--- config.mk ---
export PLATFORM = sky130hd
export DESIGN_NAME = cond_exec_unit
export DESIGN_NICKNAME = d
export VERILOG_FILES = /design/src/rtl/arm_pkg.sv /design/src/rtl/cond_check.sv /design/src/rtl/cond_exec_unit.sv
export SDC_FILE = /design/constraint.sdc
export NUM_CORES = 1
export LEC_CHECK = 0
export BUFFER_PORTS_ARGS = -buffer_cell sky130_fd_sc_hd__clkbuf_2
export CAP_MARGIN = 20
export CORE_UTILIZATION = 45
export DETAILED_ROUTE_END_ITERATION = 10
export GPL_TIMING_DRIVEN = 1
export PLACE_DENSITY = 0.75
export SETUP_SLACK_MARGIN = 0.05
export SKIP_CTS_REPAIR_TIMING = 1
export SYNTH_ARGS = -nofsm -noshare
export SYNTH_HDL_FRONTEND = slang
export SYNTH_SLANG_ARGS = --single-unit
--- constraint.sdc ---
create_clock -name clk -period 2.94 [get_ports clk]
set_clock_uncertainty 0.1 [all_clocks]
set_input_delay 0.294 -clock clk [delete_from_list [all_inputs] [get_ports clk]]
set_output_delay 0.294 -clock clk [all_outputs]
set_load 0.005 [all_outputs]
--- src/rtl/arm_pkg.sv ---
// Shared ARM core definitions: condition codes, NZCV bit positions, E-stage control bundle.
package arm_pkg;

    typedef enum logic [3:0] {
        COND_EQ = 4'b0000,
        COND_NE = 4'b0001,
        COND_CS = 4'b0010,
        COND_CC = 4'b0011,
        COND_MI = 4'b0100,
        COND_PL = 4'b0101,
        COND_VS = 4'b0110,
        COND_VC = 4'b0111,
        COND_HI = 4'b1000,
        COND_LS = 4'b1001,
        COND_GE = 4'b1010,
        COND_LT = 4'b1011,
        COND_GT = 4'b1100,
        COND_LE = 4'b1101,
        COND_AL = 4'b1110,
        COND_NV = 4'b1111
    } cond_e;

    localparam int unsigned FLAG_N = 3;
    localparam int unsigned FLAG_Z = 2;
    localparam int unsigned FLAG_C = 1;
    localparam int unsigned FLAG_V = 0;

    localparam logic [3:0] COND_BUBBLE = COND_AL;

    typedef struct packed {
        logic       pcsrc;
        logic       regwrite;
        logic       memwrite;
        logic       memtoreg;
        logic [1:0] flagwrite;
        logic [3:0] cond;
    } ectrl_t;

    localparam ectrl_t ECTRL_BUBBLE = '{
        pcsrc:     1'b0,
        regwrite:  1'b0,
        memwrite:  1'b0,
        memtoreg:  1'b0,
        flagwrite: 2'b00,
        cond:      COND_BUBBLE
    };

endpackage

--- src/rtl/cond_check.sv ---
// Combinational ARM condition-field evaluator: Cond + NZCV -> pass/fail.
module cond_check
    import arm_pkg::*;
(
    input  logic [3:0] Cond,
    input  logic [3:0] Flags,
    output logic       CondEx
);

    logic n, z, c, v;

    assign n = Flags[FLAG_N];
    assign z = Flags[FLAG_Z];
    assign c = Flags[FLAG_C];
    assign v = Flags[FLAG_V];

    always_comb begin
        CondEx = 1'b0;
        case (Cond)
            COND_EQ: CondEx = z;
            COND_NE: CondEx = ~z;
            COND_CS: CondEx = c;
            COND_CC: CondEx = ~c;
            COND_MI: CondEx = n;
            COND_PL: CondEx = ~n;
            COND_VS: CondEx = v;
            COND_VC: CondEx = ~v;
            COND_HI: CondEx = c & ~z;
            COND_LS: CondEx = ~c | z;
            COND_GE: CondEx = (n == v);
            COND_LT: CondEx = (n != v);
            COND_GT: CondEx = ~z & (n == v);
            COND_LE: CondEx = z | (n != v);
            COND_AL: CondEx = 1'b1;
            default: CondEx = 1'b0;
        endcase
    end

endmodule

--- src/rtl/cond_exec_unit.sv ---
// E-stage conditional execution: E control register, NZCV register, gated side effects.
// Optional failed-condition counter enabled by defining COND_EXEC_SQUASH_CNT_EN.
module cond_exec_unit
    import arm_pkg::*;
#(
    parameter int unsigned CNT_W     = 16,
    parameter logic [3:0]  FLAGS_RST = 4'b0000
) (
    input  logic             clk,
    input  logic             reset,
    input  logic             FlushE,
    input  logic             StallE,
    input  logic             PCSrcD,
    input  logic             RegWriteD,
    input  logic             MemWriteD,
    input  logic             MemtoRegD,
    input  logic [1:0]       FlagWriteD,
    input  logic [3:0]       CondD,
    input  logic [3:0]       ALUFlags,
    output logic             PCSrcE,
    output logic             RegWriteE,
    output logic             MemWriteE,
    output logic             MemtoRegE,
    output logic             CondExE,
    output logic [3:0]       Flags,
    output logic [CNT_W-1:0] SquashCount
);

    ectrl_t     e_q, e_d;
    logic [3:0] flags_q, flags_d;
    logic       cond_ex;

    always_comb begin
        e_d = e_q;
        if (FlushE) begin
            e_d = ECTRL_BUBBLE;
        end else if (!StallE) begin
            e_d.pcsrc     = PCSrcD;
            e_d.regwrite  = RegWriteD;
            e_d.memwrite  = MemWriteD;
            e_d.memtoreg  = MemtoRegD;
            e_d.flagwrite = FlagWriteD;
            e_d.cond      = CondD;
        end
    end

    cond_check u_cond_check (
        .Cond   (e_q.cond),
        .Flags  (flags_q),
        .CondEx (cond_ex)
    );

    // Held instructions still write flags: the hazard unit never stalls a flag-setter.
    always_comb begin
        flags_d = flags_q;
        if (e_q.flagwrite[1] && cond_ex) begin
            flags_d[FLAG_N] = ALUFlags[FLAG_N];
            flags_d[FLAG_Z] = ALUFlags[FLAG_Z];
        end
        if (e_q.flagwrite[0] && cond_ex) begin
            flags_d[FLAG_C] = ALUFlags[FLAG_C];
            flags_d[FLAG_V] = ALUFlags[FLAG_V];
        end
    end

    always_ff @(posedge clk) begin
        if (reset) begin
            e_q     <= ECTRL_BUBBLE;
            flags_q <= FLAGS_RST;
        end else begin
            e_q     <= e_d;
            flags_q <= flags_d;
        end
    end

    assign PCSrcE    = e_q.pcsrc    & cond_ex;
    assign RegWriteE = e_q.regwrite & cond_ex;
    assign MemWriteE = e_q.memwrite & cond_ex;
    assign MemtoRegE = e_q.memtoreg;
    assign CondExE   = cond_ex;
    assign Flags     = flags_q;

`ifdef COND_EXEC_SQUASH_CNT_EN
    logic [CNT_W-1:0] squash_q, squash_d;
    logic             e_bubble;

    assign e_bubble = (e_q == ECTRL_BUBBLE);

    always_comb begin
        squash_d = squash_q;
        if (!StallE && !FlushE && !e_bubble && !cond_ex && (squash_q != '1)) begin
            squash_d = squash_q + {{(CNT_W-1){1'b0}}, 1'b1};
        end
    end

    always_ff @(posedge clk) begin
        if (reset) begin
            squash_q <= '0;
        end else begin
            squash_q <= squash_d;
        end
    end

    assign SquashCount = squash_q;
`else
    assign SquashCount = '0;
`endif

endmodule

==> results.rst, run 1 <==
.. list-table::
   :header-rows: 1

   * - Metric
     - Value
   * - Result of the run
     - completed
   * - Clock root buffer master
     - clkbuf_4
   * - CP required
     - 2.55 ns
   * - Hold Startpoint
     - CondD[3]
   * - Largest stage delay on the critical path
     - 0.50 ns
   * - Die area
     - 0.00225 sq mm
   * - Clock transition at path regs
     - 0.07 ns
   * - Worst slack, placed
     - 0.864 ns
   * - Unrepaired setup endpoints after global routing
     - false
   * - Critical path launch point type
     - flip-flop
   * - Chip Height
     - 47.4 um
   * - Clock period minus final worst setup slack
     - 2.39 ns
   * - Total Routing Usage GR
     - 17.4%
   * - Starting utilization of the core area
     - 47.7%
   * - Initial antenna violation count
     - 0
   * - Via density per instance
     - 4.72
   * - Worst slack on hold paths
     - 0.140 ns
   * - Die X-Extent
     - 47.4 um
   * - DRT iter0 DRCs
     - 5
   * - Pin count of the biggest net entering global routing
     - 12
   * - Kind of end point of the critical path
     - primary output
   * - Cells on Worst Hold Path
     - 3
   * - Detail Route Antenna Nets
     - 0
   * - Number of global-route vias before repair
     - 616
   * - Core area
     - 0.00194 sq mm
   * - Classification of the worst setup path
     - reg -> out
   * - Final Routed Wirelength
     - 1.69 mm
   * - Critical path, cell by cell
     - inv_1, o41a_1, o211ai_1, nor2_1, nor3b_1, clkbuf_2
   * - Row count
     - 16
   * - Clock net sink count
     - 14
   * - Final Hold Viols
     - 0
   * - Mean routed wirelength per cell
     - 11.0 um
   * - # setup viols final
     - 0
   * - Setup Total Neg Slack
     - 0 ns
   * - Class of the most critical hold timing path
     - in -> reg
   * - Cells after Synth
     - 104
   * - Worst vdd rail ir drop
     - 279 uV
   * - Cell area after synthesis
     - 927 sq um
   * - R2R Path End
     - Flags[2]
   * - Cell with the biggest individual delay on the critical path
     - dfxtp_1
   * - YS warnings
     - 0
   * - Critical-path maximum fanout
     - 9
   * - Bufs and invs on worst path
     - 2
   * - Highest Clock Rate
     - 0.418 GHz
   * - Worst Reg2Reg Path Length in Cells
     - 5
   * - Routability-driven placement congestion ratio
     - 0.849
   * - Maximum level of the CTS H-tree
     - 1
   * - Startpoint of the lowest-slack register-to-register path
     - e_q[3]
   * - Layout Area Growth over Synthesis
     - 10.1%
   * - Fill cell total of the finished layout
     - 189
   * - Fin crit share
     - 81.4%
   * - Count of boundary I/O pins
     - 43
   * - Final HPWL from detailed placement
     - 1.33 mm
   * - Worst EP arrival
     - 2.00 ns
   * - Worst reg2reg setup slack
     - 1.07 ns
   * - Power density relative to cell area
     - 360 mW/mm^2
   * - Drt drc
     - 0
   * - Avg Inst Size Synth
     - 8.91 sq um
   * - First-pass detailed-route iteration total
     - 4
   * - Overflow left after global routing
     - 0
   * - Routed via count
     - 727
   * - Reported max-cap violation count
     - 0
   * - Area post-placement
     - 998 sq um
   * - Clock buffer count from CTS
     - 3
   * - Net count, final
     - 147
   * - Final Instance Area
     - 0.00102 sq mm
   * - Clk buf depth
     - 2
   * - Worst min-delay path endpoint
     - e_q[3]
   * - Portion of the post-synthesis area used by sequential elements
     - 30.2%
   * - Later-pin clock latency in the skew report
     - 0.27 ns
   * - Max Transition Viols Final
     - 0
   * - Worst Setup Slack, final
     - 0.547 ns
   * - Leak Pwr
     - 0.534 nW
   * - Antenna Diode Count
     - 0
   * - Family with the most delay on the worst path
     - compound AO/OA/AOI/OAI gates
   * - Clock tree from TritonCTS
     - done
   * - # port buffers
     - 26
   * - Layout cell share with drive strength beyond 1
     - 26.8%
   * - Synth unique cells
     - 29
   * - Total of flip-flops plus latches after synthesis
     - 14
   * - Wire length of the first global-routing pass
     - 2.66 mm
[worst reg2reg max path, cell delays in order (launching register included)]
cell      delay [ns]
dfxtp_1         0.43
a21o_1          0.21
a22o_1          0.22
a211o_1         0.35
o221ai_2        0.27
mux2i_1         0.22
[cell families (layout without fill, tap and decap cells)]
family / after synthesis / in the layout / share of synthesized area, %
buffers and inverters: 24 / 32 / 17.3
muxes: 15 / 15 / 16.3
other: 1 / 16 / 0.404
and+or+nand+nor: 35 / 35 / 20.5
DFF: 14 / 14 / 30.2
xor gates and xnor gates: 2 / 2 / 1.89
AOI/OAI and AO/OA: 13 / 13 / 13.4
[routing by layer]
metal  wire, um  GRT usage (%)  vias to the layer above  part of all wire [%]
li1           -              -                      376                     -
met1        756           20.4                      325                    45
met2        840           29.9                       22                    50
met3         70           3.46                        4                   4.1
met4         19           8.57                        0                   1.1
met5          0              0                        -                     0
[registers in the layout, indices dropped and copies added (netlist names)]
signal and count:
e_q 9, Flags 4, MemtoRegE 1
[synth_stat cells, drive strengths merged]
library cell	number	share of area (%)
nor2	13	5.3
o41a	1	1.2
inv	3	1.2
a21oi	2	1.1
nor4bb	1	1.1
a21o	1	0.81
buf	19	15
nor3b	3	2.4
a22o	1	0.94
or2	1	0.68
mux2i	14	15
a211o	1	0.94
o211ai	2	1.6
conb	1	0.40
nand2	3	1.2
o21bai	1	0.81
nand2b	10	6.7
o41ai	1	1.8
mux2	1	1.2
dfxtp	14	30
clkbuf	2	0.81
o221ai	2	3.2
nor4	2	2.0
nor3	2	1.1
a41oi	1	0.94
xor2	2	1.9
[layout make-up]
class | instances | area, sq um | area share (%)
inverters | 3 | 11.3 | 1.10
multi-input cells | 81 | 543 | 53.2
clock buffers | 3 | 22.5 | 2.21
repair buffers | 26 | 130 | 12.7
well taps | 27 | 33.8 | 3.31
flip-flops and latches | 14 | 280 | 27.5
[through the flow]
stage	power [W]	util, %	std cells
finish	0.000368	52.6	154
global route	0.000391	52.6	154
CTS	0.000372	52.6	154
detailed placement	0.000267	51.4	151
global placement	0.000266	51.4	151
floorplan	0.000262	-	119
[power by group]
part	internal (W)	switching, W	leakage [nW]
registers	0.000195	0.00000830	0.114
clock network	0.0000474	0.0000572	0.0138
logic	0.0000292	0.0000306	0.406
[layout by cell type (no fill, tap or decap), drive strengths merged, types with 3 or more instances in the layout]
master / n
nand2: 3
nor2: 13
mux2i: 14
nand2b: 10
nor3b: 3
dfxtp: 14
inv: 3
conb: 16
clkbuf: 29
[how the worst max path moves through the flow]
stage / slack, ns / end / cells after the start / from
after floorplan: 1.16 / MemWriteE / 6 / e_q[2]
after global placement: 0.94 / PCSrcE / 6 / e_q[2]
after detailed placement: 0.86 / PCSrcE / 6 / e_q[2]
after CTS: 0.56 / PCSrcE / 6 / e_q[2]
after global routing: 0.39 / RegWriteE / 6 / Flags[3]
final: 0.55 / PCSrcE / 6 / e_q[2]
No activity file was read; power rests on OpenSTA's default activity.
==> run 2, diff against run 1 <==
- ABC_AREA: unset -> 1
- clock period: 2.94 -> 2.5 ns (I/O delays scaled with it)
==> run 2 against run 1 <==
  * Hold slack worse by 0.050 ns
  * Sequential share of layout area down 0.30 points
  * Die area down 2.2%
  * Critical path depth up 3
  * Core utilization up 4.7 points
  * Flip-flop and latch count unchanged
  * Largest power group unchanged
  * Cell count up 23%
  * Wire length up 8.7%
  * Combinational power up 53%
==> results.rst, run 2 <==
.. list-table::
   :header-rows: 1

   * - Metric
     - Value
   * - Mean routed wirelength per cell
     - 9.65 um (-12%)
   * - Cells after Synth
     - 138 (+33%)
   * - # port buffers
     - 26 (unchanged)
   * - First-pass detailed-route iteration total
     - 4 (unchanged)
   * - Power density relative to cell area
     - 479 mW/mm^2 (+33%)
   * - Final Hold Viols
     - 0 (unchanged)
   * - Final HPWL from detailed placement
     - 1.46 mm (+9.9%)
   * - Leak Pwr
     - 0.543 nW (+1.8%)
   * - Chip Height
     - 46.9 um (-1.1%)
   * - Total of flip-flops plus latches after synthesis
     - 14 (unchanged)
   * - Detail Route Antenna Nets
     - 0 (unchanged)
   * - Layout cell share with drive strength beyond 1
     - 25.5% (-1.3 points)
   * - CP required
     - 2.15 ns (-0.40 ns)
   * - Most common cell after layout, fill and taps aside
     - nand2_1
   * - Row count
     - 15 (-1)
   * - Fin crit share
     - 76.9%
   * - Result of the run
     - completed
   * - Max reg flops
     - 9 (unchanged)
   * - Highest Clock Rate
     - 0.520 GHz
   * - DRT iter0 DRCs
     - 26 (+21)
   * - Utilization of the core after routing
     - 57.3% (+4.7 points)
   * - Setup Total Neg Slack
     - 0 ns (unchanged)
   * - Via density per instance
     - 4.69 (-0.66%)
   * - Later-pin clock latency in the skew report
     - 0.28 ns (about the same)
   * - Overflow left after global routing
     - 0 (unchanged)
   * - Critical path launch point type
     - flip-flop
   * - Synth unique cells
     - 19 (-34%)
   * - Fill cell total of the finished layout
     - 186 (-1.6%)
   * - Count of boundary I/O pins
     - 43 (unchanged)
   * - Most frequent cells in the layout
     - 36 x nand2_1, 26 x clkbuf_2, 16 x inv_1, 16 x conb_1, 14 x dfxtp_1
   * - Drt drc
     - 0 (unchanged)
   * - Final Routed Wirelength
     - 1.83 mm (+8.7%)
   * - Total Routing Usage GR
     - 19.3% (+1.9 points)
   * - Die X-Extent
     - 46.9 um (-1.1%)
   * - Most used DFF post-synth
     - dfxtp_1
   * - Critical-path maximum fanout
     - 4 (-5)
   * - Final total power
     - 0.000494 W (+34%)
   * - Most frequent cells after synthesis
     - 36 x nand2_1, 16 x buf_4, 16 x inv_1
   * - Clock net sink count
     - 14 (unchanged)
   * - Post-synthesis cell type with the largest combined area
     - dfxtp_1
   * - Kind of end point of the critical path
     - primary output
   * - FFs w/ async S/R, synth
     - 0% (unchanged)
   * - Layout Area Growth over Synthesis
     - 14.0%
   * - Clock period minus final worst setup slack
     - 1.92 ns
   * - YS warnings
     - 0 (unchanged)
   * - Avg Inst Size Synth
     - 6.56 sq um (-26%)
   * - Net count, final
     - 184 (+25%)
   * - Die area
     - 0.00220 sq mm (-2.2%)
   * - Class of the most critical hold timing path
     - in -> reg
   * - Routability-driven placement congestion ratio
     - 0.788 (-7.2%)
   * - Clk buf depth
     - 2 (unchanged)
   * - Portion of the post-synthesis area used by sequential elements
     - 30.9% (+0.71 points)
   * - Cell area after synthesis
     - 906 sq um (-2.3%)
   * - Clock transition at path regs
     - 0.08 ns (about the same)
   * - Core area
     - 0.00180 sq mm (-7.2%)
   * - Clock root buffer master
     - clkbuf_4
   * - Starting utilization of the core area
     - 50.3% (+2.5 points)
   * - # setup viols final
     - 0 (unchanged)
   * - Maximum level of the CTS H-tree
     - 1 (unchanged)
   * - Clock buffer count from CTS
     - 3 (unchanged)
   * - Largest Register
     - e_q
   * - Worst vdd rail ir drop
     - 305 uV (+9.3%)
   * - Routed via count
     - 891 (+23%)
   * - Unrepaired setup endpoints after global routing
     - false
   * - Wire length of the first global-routing pass
     - 2.96 mm (+11%)
   * - Clock tree from TritonCTS
     - done
   * - Classification of the worst setup path
     - reg -> out
   * - Number of enable-type register cells in the synthesized netlist
     - 0 (unchanged)
   * - Share of the synthesized area in the top cell type
     - 30.9% (+0.71 points)
   * - Worst EP arrival
     - 1.57 ns (-0.43 ns)
   * - Leading cell type by number of instances after synthesis
     - nand2_1
   * - Cell types occupying the most area after synthesis
     - dfxtp_1 31%, nand2_1 15%, buf_4 13%
   * - Initial antenna violation count
     - 0 (unchanged)
   * - Max Transition Viols Final
     - 0 (unchanged)
   * - Antenna Diode Count
     - 0 (unchanged)
   * - Number of global-route vias before repair
     - 711 (+15%)
   * - Pin count of the biggest net entering global routing
     - 13 (+1)
   * - Reported max-cap violation count
     - 0 (unchanged)
==> run 2: changes by cell type in the layout (fill, tap and decap cells not counted), moves of 2 or more <==
cell / previous run / this run
a21oi_1: 2 / 12
nand2_2: 0 / 7
mux2i_1: 14 / 0
a21boi_0: 0 / 3
nand2b_1: 10 / 0
inv_1: 3 / 16
nor2_1: 13 / 11
nand3_1: 0 / 10
xor2_1: 2 / 0
o221ai_2: 2 / 0
nand2_1: 3 / 36
nor3b_1: 3 / 0
==> run 2: kinds of logic (layout without fill, tap and decap cells) <==
kind of cell	Yosys count	in the layout	synth area share [%]
buf+inv	35	47	21.1
other cells	1	16	0.414
compound gates	20	20	14.0
flops	14	14	30.9
simple gates	68	68	33.6
==> run 2: cell type report <==
type / count / area [sq um] / share of cell area [%]
Inverter: 17 / 63.8 / 6.18
Sequential cell: 14 / 280 / 27.2
Multi-Input combinational cell: 104 / 490 / 47.5
Tap cell: 25 / 31.3 / 3.03
Timing Repair Buffer: 26 / 130 / 12.6
Clock buffer: 4 / 36.3 / 3.52
==> run 2: worst paths after layout <==
kind | start | end | slack [ns] | cells after the start
setup / recovery | e_q[2] | PCSrcE | 0.58 | 9
hold / removal | CondD[2] | e_q[2] | 0.09 | 3
setup reg to reg | Flags[3] | Flags[0] | 0.98 | 9
hold reg to reg | MemtoRegE | MemtoRegE | 0.37 | 2
==> run 2: through the flow <==
step	setup slack, ns	std cells	hold WS (ns)	cell area [sq um]
global route	0.337	190	0.0895	1030
global placement	0.920	186	0.353	996
detailed placement	0.893	186	0.361	996
finish	0.577	190	0.0902	1030
floorplan	1.11	153	0.280	962
CTS	0.582	190	0.0897	1030
==> run 2: power by group <==
| group | switching (W) | leakage [nW] | internal, W |
|---|---|---|---|
| Combinational | 0.0000557 | 0.408 | 0.0000355 |
| Sequential | 0.00000883 | 0.114 | 0.000231 |
| Clock | 0.0000743 | 0.0210 | 0.0000885 |
| Total | 0.000139 | 0.543 | 0.000355 |
==> run 2: metal layers <==
metal,up-vias,share of wire [%],track usage [%]
met5,-,0,0
met4,0,2.8,12.0
met3,10,7.6,2.31
met2,54,45,29.4
met1,371,44,25.9
li1,456,-,-
==> run 2: critical path, cell delays in order (launching register included) <==
cell and delay, ns:
dfxtp_1 0.40, inv_1 0.08, nor2_1 0.18, nand2_1 0.09, nand2_1 0.07, nand2_1 0.06
nand2_2 0.08, nor2_4 0.05, a21boi_0 0.16, clkbuf_2 0.14
==> run 3, diff against run 2 <==
- ABC_AREA: 1 -> 0
- CORE_UTILIZATION: 45 -> 41
- PLACE_DENSITY: 0.75 -> 0.71
- clock period: 2.5 -> 1.7 ns (I/O delays scaled with it)
==> run 3 against run 2 <==
  * The flow now finishes with violations (negative hold slack, negative setup slack)
  * Clock power is 57% higher
  * Global-route usage shrank 1.4 points
  * Cell count down 8.4%
  * Die area increased by 12%
  * Critical path depth shrank 3
  * Hold slack got worse by 0.098 ns
  * Core utilization grew 7.5 points
  * Count of clock-buffer cells in the layout stayed put
  * Critical endpoint is now RegWriteE
  * Largest power group unchanged
  * Highest routed layer unchanged
==> results.rst, run 3 (synthesized netlist as in run 1, its figures left out) <==
.. list-table::
   :header-rows: 1

   * - Metric
     - Value
   * - # setup viols final
     - 8 (+8)
   * - Number of global-route vias before repair
     - 737 (+3.7%)
   * - Worst Reg2Reg Path Length in Cells
     - 6 (-3)
   * - Overflow left after global routing
     - 0 (unchanged)
   * - Final Routed Wirelength
     - 2.35 mm (+28%)
   * - Leak Pwr
     - 0.690 nW (+27%)
   * - Via density per instance
     - 4.84 (+3.2%)
   * - Clock buffer count from CTS
     - 3 (unchanged)
   * - Worst EP arrival
     - 1.79 ns (+0.22 ns)
   * - Detail Route Antenna Nets
     - 0 (unchanged)
   * - DRT iter0 DRCs
     - 6 (-77%)
   * - Clock tree from TritonCTS
     - done
   * - Later-pin clock latency in the skew report
     - 0.30 ns (+0.02 ns)
   * - Layout Area Growth over Synthesis
     - 42.6%
   * - Initial antenna violation count
     - 0 (unchanged)
   * - Relative contribution of sequential cells to total power
     - 45.9% (-2.7 points)
   * - Critical-path maximum fanout
     - 7 (+3)
   * - Largest Register
     - e_q
   * - Startpoint of the lowest-slack register-to-register path
     - e_q[2]
   * - Mean routed wirelength per cell
     - 13.5 um (+40%)
   * - Classification of the worst setup path
     - reg -> out
   * - Most frequent cells in the layout
     - 25 x clkbuf_2, 18 x buf_4, 16 x conb_1
   * - Worst reg2reg setup slack
     - -0.11 ns (-1.09 ns)
   * - Highest Clock Rate
     - 0.485 GHz
   * - Area of the multi-input gates
     - 661 sq um (+35%)
   * - Die X-Extent
     - 49.6 um (+5.7%)
   * - Kind of end point of the critical path
     - primary output
   * - Fin crit share
     - 121%
   * - Relative max-transition margin
     - 65.8%
   * - Internal Pwr Total
     - 0.000540 W (+52%)
   * - Power density relative to cell area
     - 570 mW/mm^2 (+19%)
   * - Clock transition at path regs
     - 0.10 ns (+0.02 ns)
   * - Worst min-delay path endpoint
     - e_q[3]
   * - Cell with the biggest individual delay on the critical path
     - dfxtp_4
   * - Setup Total Neg Slack
     - -1.79 ns (-1.79 ns)
   * - Row count
     - 16 (+1)
   * - Antenna Diode Count
     - 0 (unchanged)
   * - Die area
     - 0.00246 sq mm (+12%)
   * - Utilization of the core after routing
     - 64.8% (+7.5 points)
   * - Most common cell after layout, fill and taps aside
     - clkbuf_2
   * - Cells on Worst Hold Path
     - 3 (unchanged)
   * - Count of boundary I/O pins
     - 43 (unchanged)
   * - Core area
     - 0.00204 sq mm (+13%)
   * - Class of the most critical hold timing path
     - in -> reg
   * - Max Transition Viols Final
     - 0 (unchanged)
   * - Actual slew at the worst max-slew pin
     - 0.513 ns
   * - Hold Startpoint
     - FlushE
   * - Final HPWL from detailed placement
     - 1.57 mm (+7.5%)
   * - First-pass detailed-route iteration total
     - 4 (unchanged)
   * - Critical path launch point type
     - flip-flop
   * - Wire length of the first global-routing pass
     - 3.29 mm (+11%)
   * - Family with the most delay on the worst path
     - compound AO/OA/AOI/OAI gates
   * - Fill cell total of the finished layout
     - 167 (-10%)
   * - Result of the run
     - complete, but fails checks
   * - Chip Height
     - 49.6 um (+5.7%)
   * - Clock period minus final worst setup slack
     - 2.06 ns
   * - Clk buf depth
     - 2 (unchanged)
   * - Unrepaired setup endpoints after global routing
     - true
   * - Net count, final
     - 166 (-9.8%)
   * - Reported max-cap violation count
     - 0 (unchanged)
   * - R2R Path End
     - Flags[2]
   * - Worst vdd rail ir drop
     - 416 uV (+36%)
   * - Pin count of the biggest net entering global routing
     - 11 (-2)
   * - Bufs and invs on worst path
     - 1 (-1)
   * - Starting utilization of the core area
     - 45.4% (-4.9 points)
   * - Maximum level of the CTS H-tree
     - 1 (unchanged)
   * - Logic pwr share
     - 20.0% (+1.5 points)
   * - Worst slack on hold paths
     - -0.00757 ns (-0.0978 ns)
   * - Max reg flops
     - 9 (unchanged)
   * - Switching Share
     - 28.4% (+0.28 points)
   * - Worst slack, placed
     - -0.200 ns (-1.09 ns)
   * - Total Routing Usage GR
     - 17.9% (-1.4 points)
   * - Total stage count of the critical path
     - 6 (-3)
   * - Clock root buffer master
     - clkbuf_4
   * - Violated checks
     - negative hold slack, negative setup slack
   * - Layout cell share with drive strength beyond 1
     - 51.7% (+26 points)
   * - Switching power
     - 0.000214 W (+54%)
   * - Routed via count
     - 842 (-5.5%)
   * - Worst Setup Slack, final
     - -0.360 ns (-0.937 ns)
   * - Sequential cell area
     - 303 sq um (+8.0%)
   * - Routability-driven placement congestion ratio
     - 0.859 (+9.1%)
   * - Relative contribution of the clock network to total power
     - 34.0% (+1.0 points)
   * - # port buffers
     - 26 (unchanged)
   * - CP required
     - 1.43 ns (-0.72 ns)
   * - Drt drc
     - 0 (unchanged)
   * - Largest stage delay on the critical path
     - 0.38 ns (-0.02 ns)
   * - Clock net sink count
     - 14 (unchanged)
   * - Critical path, cell by cell
     - a21o_1, a22o_1, a211o_4, nor2_4, nor3b_2, buf_2
   * - Final Hold Viols
     - 4 (+4)
==> run 3: worst register-to-register path, delay by kind of cell, from the launching register on <==
kind,cells,cell delay (ns)
muxes,2,0.55
AOI/OAI and AO/OA,3,0.50
DFF,1,0.41
buffers and inverters,1,0.17
==> run 3: layer usage <==
metal,track usage [%],vias up,part of all wire [%]
li1,-,413,-
met1,19.3,395,38
met2,32.0,28,56
met3,3.09,6,3.2
met4,11.0,0,2.5
met5,0,-,0
==> run 3: layout make-up <==
class                      count  area share [%]
sequential                    14            22.9
multi-input combinational     81            50.0
clock buffer                   4            2.74
timing repair buffer          45            20.8
tap                           27            2.55
inverter                       3            1.04
==> run 3: power groups by stage <==
stage                     clock network [W]  logic [W]  registers, W
after global placement                    0   0.000118      0.000356
after floorplan                           0   0.000102      0.000352
after CTS                          0.000258   0.000122      0.000349
after detailed placement                  0   0.000122      0.000357
after global routing               0.000274   0.000165      0.000348
final                              0.000256   0.000151      0.000346
==> run 3: through the flow <==
step	cells	total power, W	area (sq um)
detailed placement	165	0.000479	1100
global placement	165	0.000474	1100
floorplan	119	0.000454	983
global route	174	0.000787	1320
CTS	169	0.000730	1140
finish	174	0.000754	1320
==> run 3: worst max path at each step <==
stage / from / end
2_1_floorplan: e_q[0] / MemWriteE
3_3_place_gp: Flags[0] / RegWriteE
3_5_place_dp: Flags[0] / RegWriteE
4_1_cts: Flags[0] / RegWriteE
5_1_grt: Flags[3] / PCSrcE
6_report: e_q[3] / RegWriteE
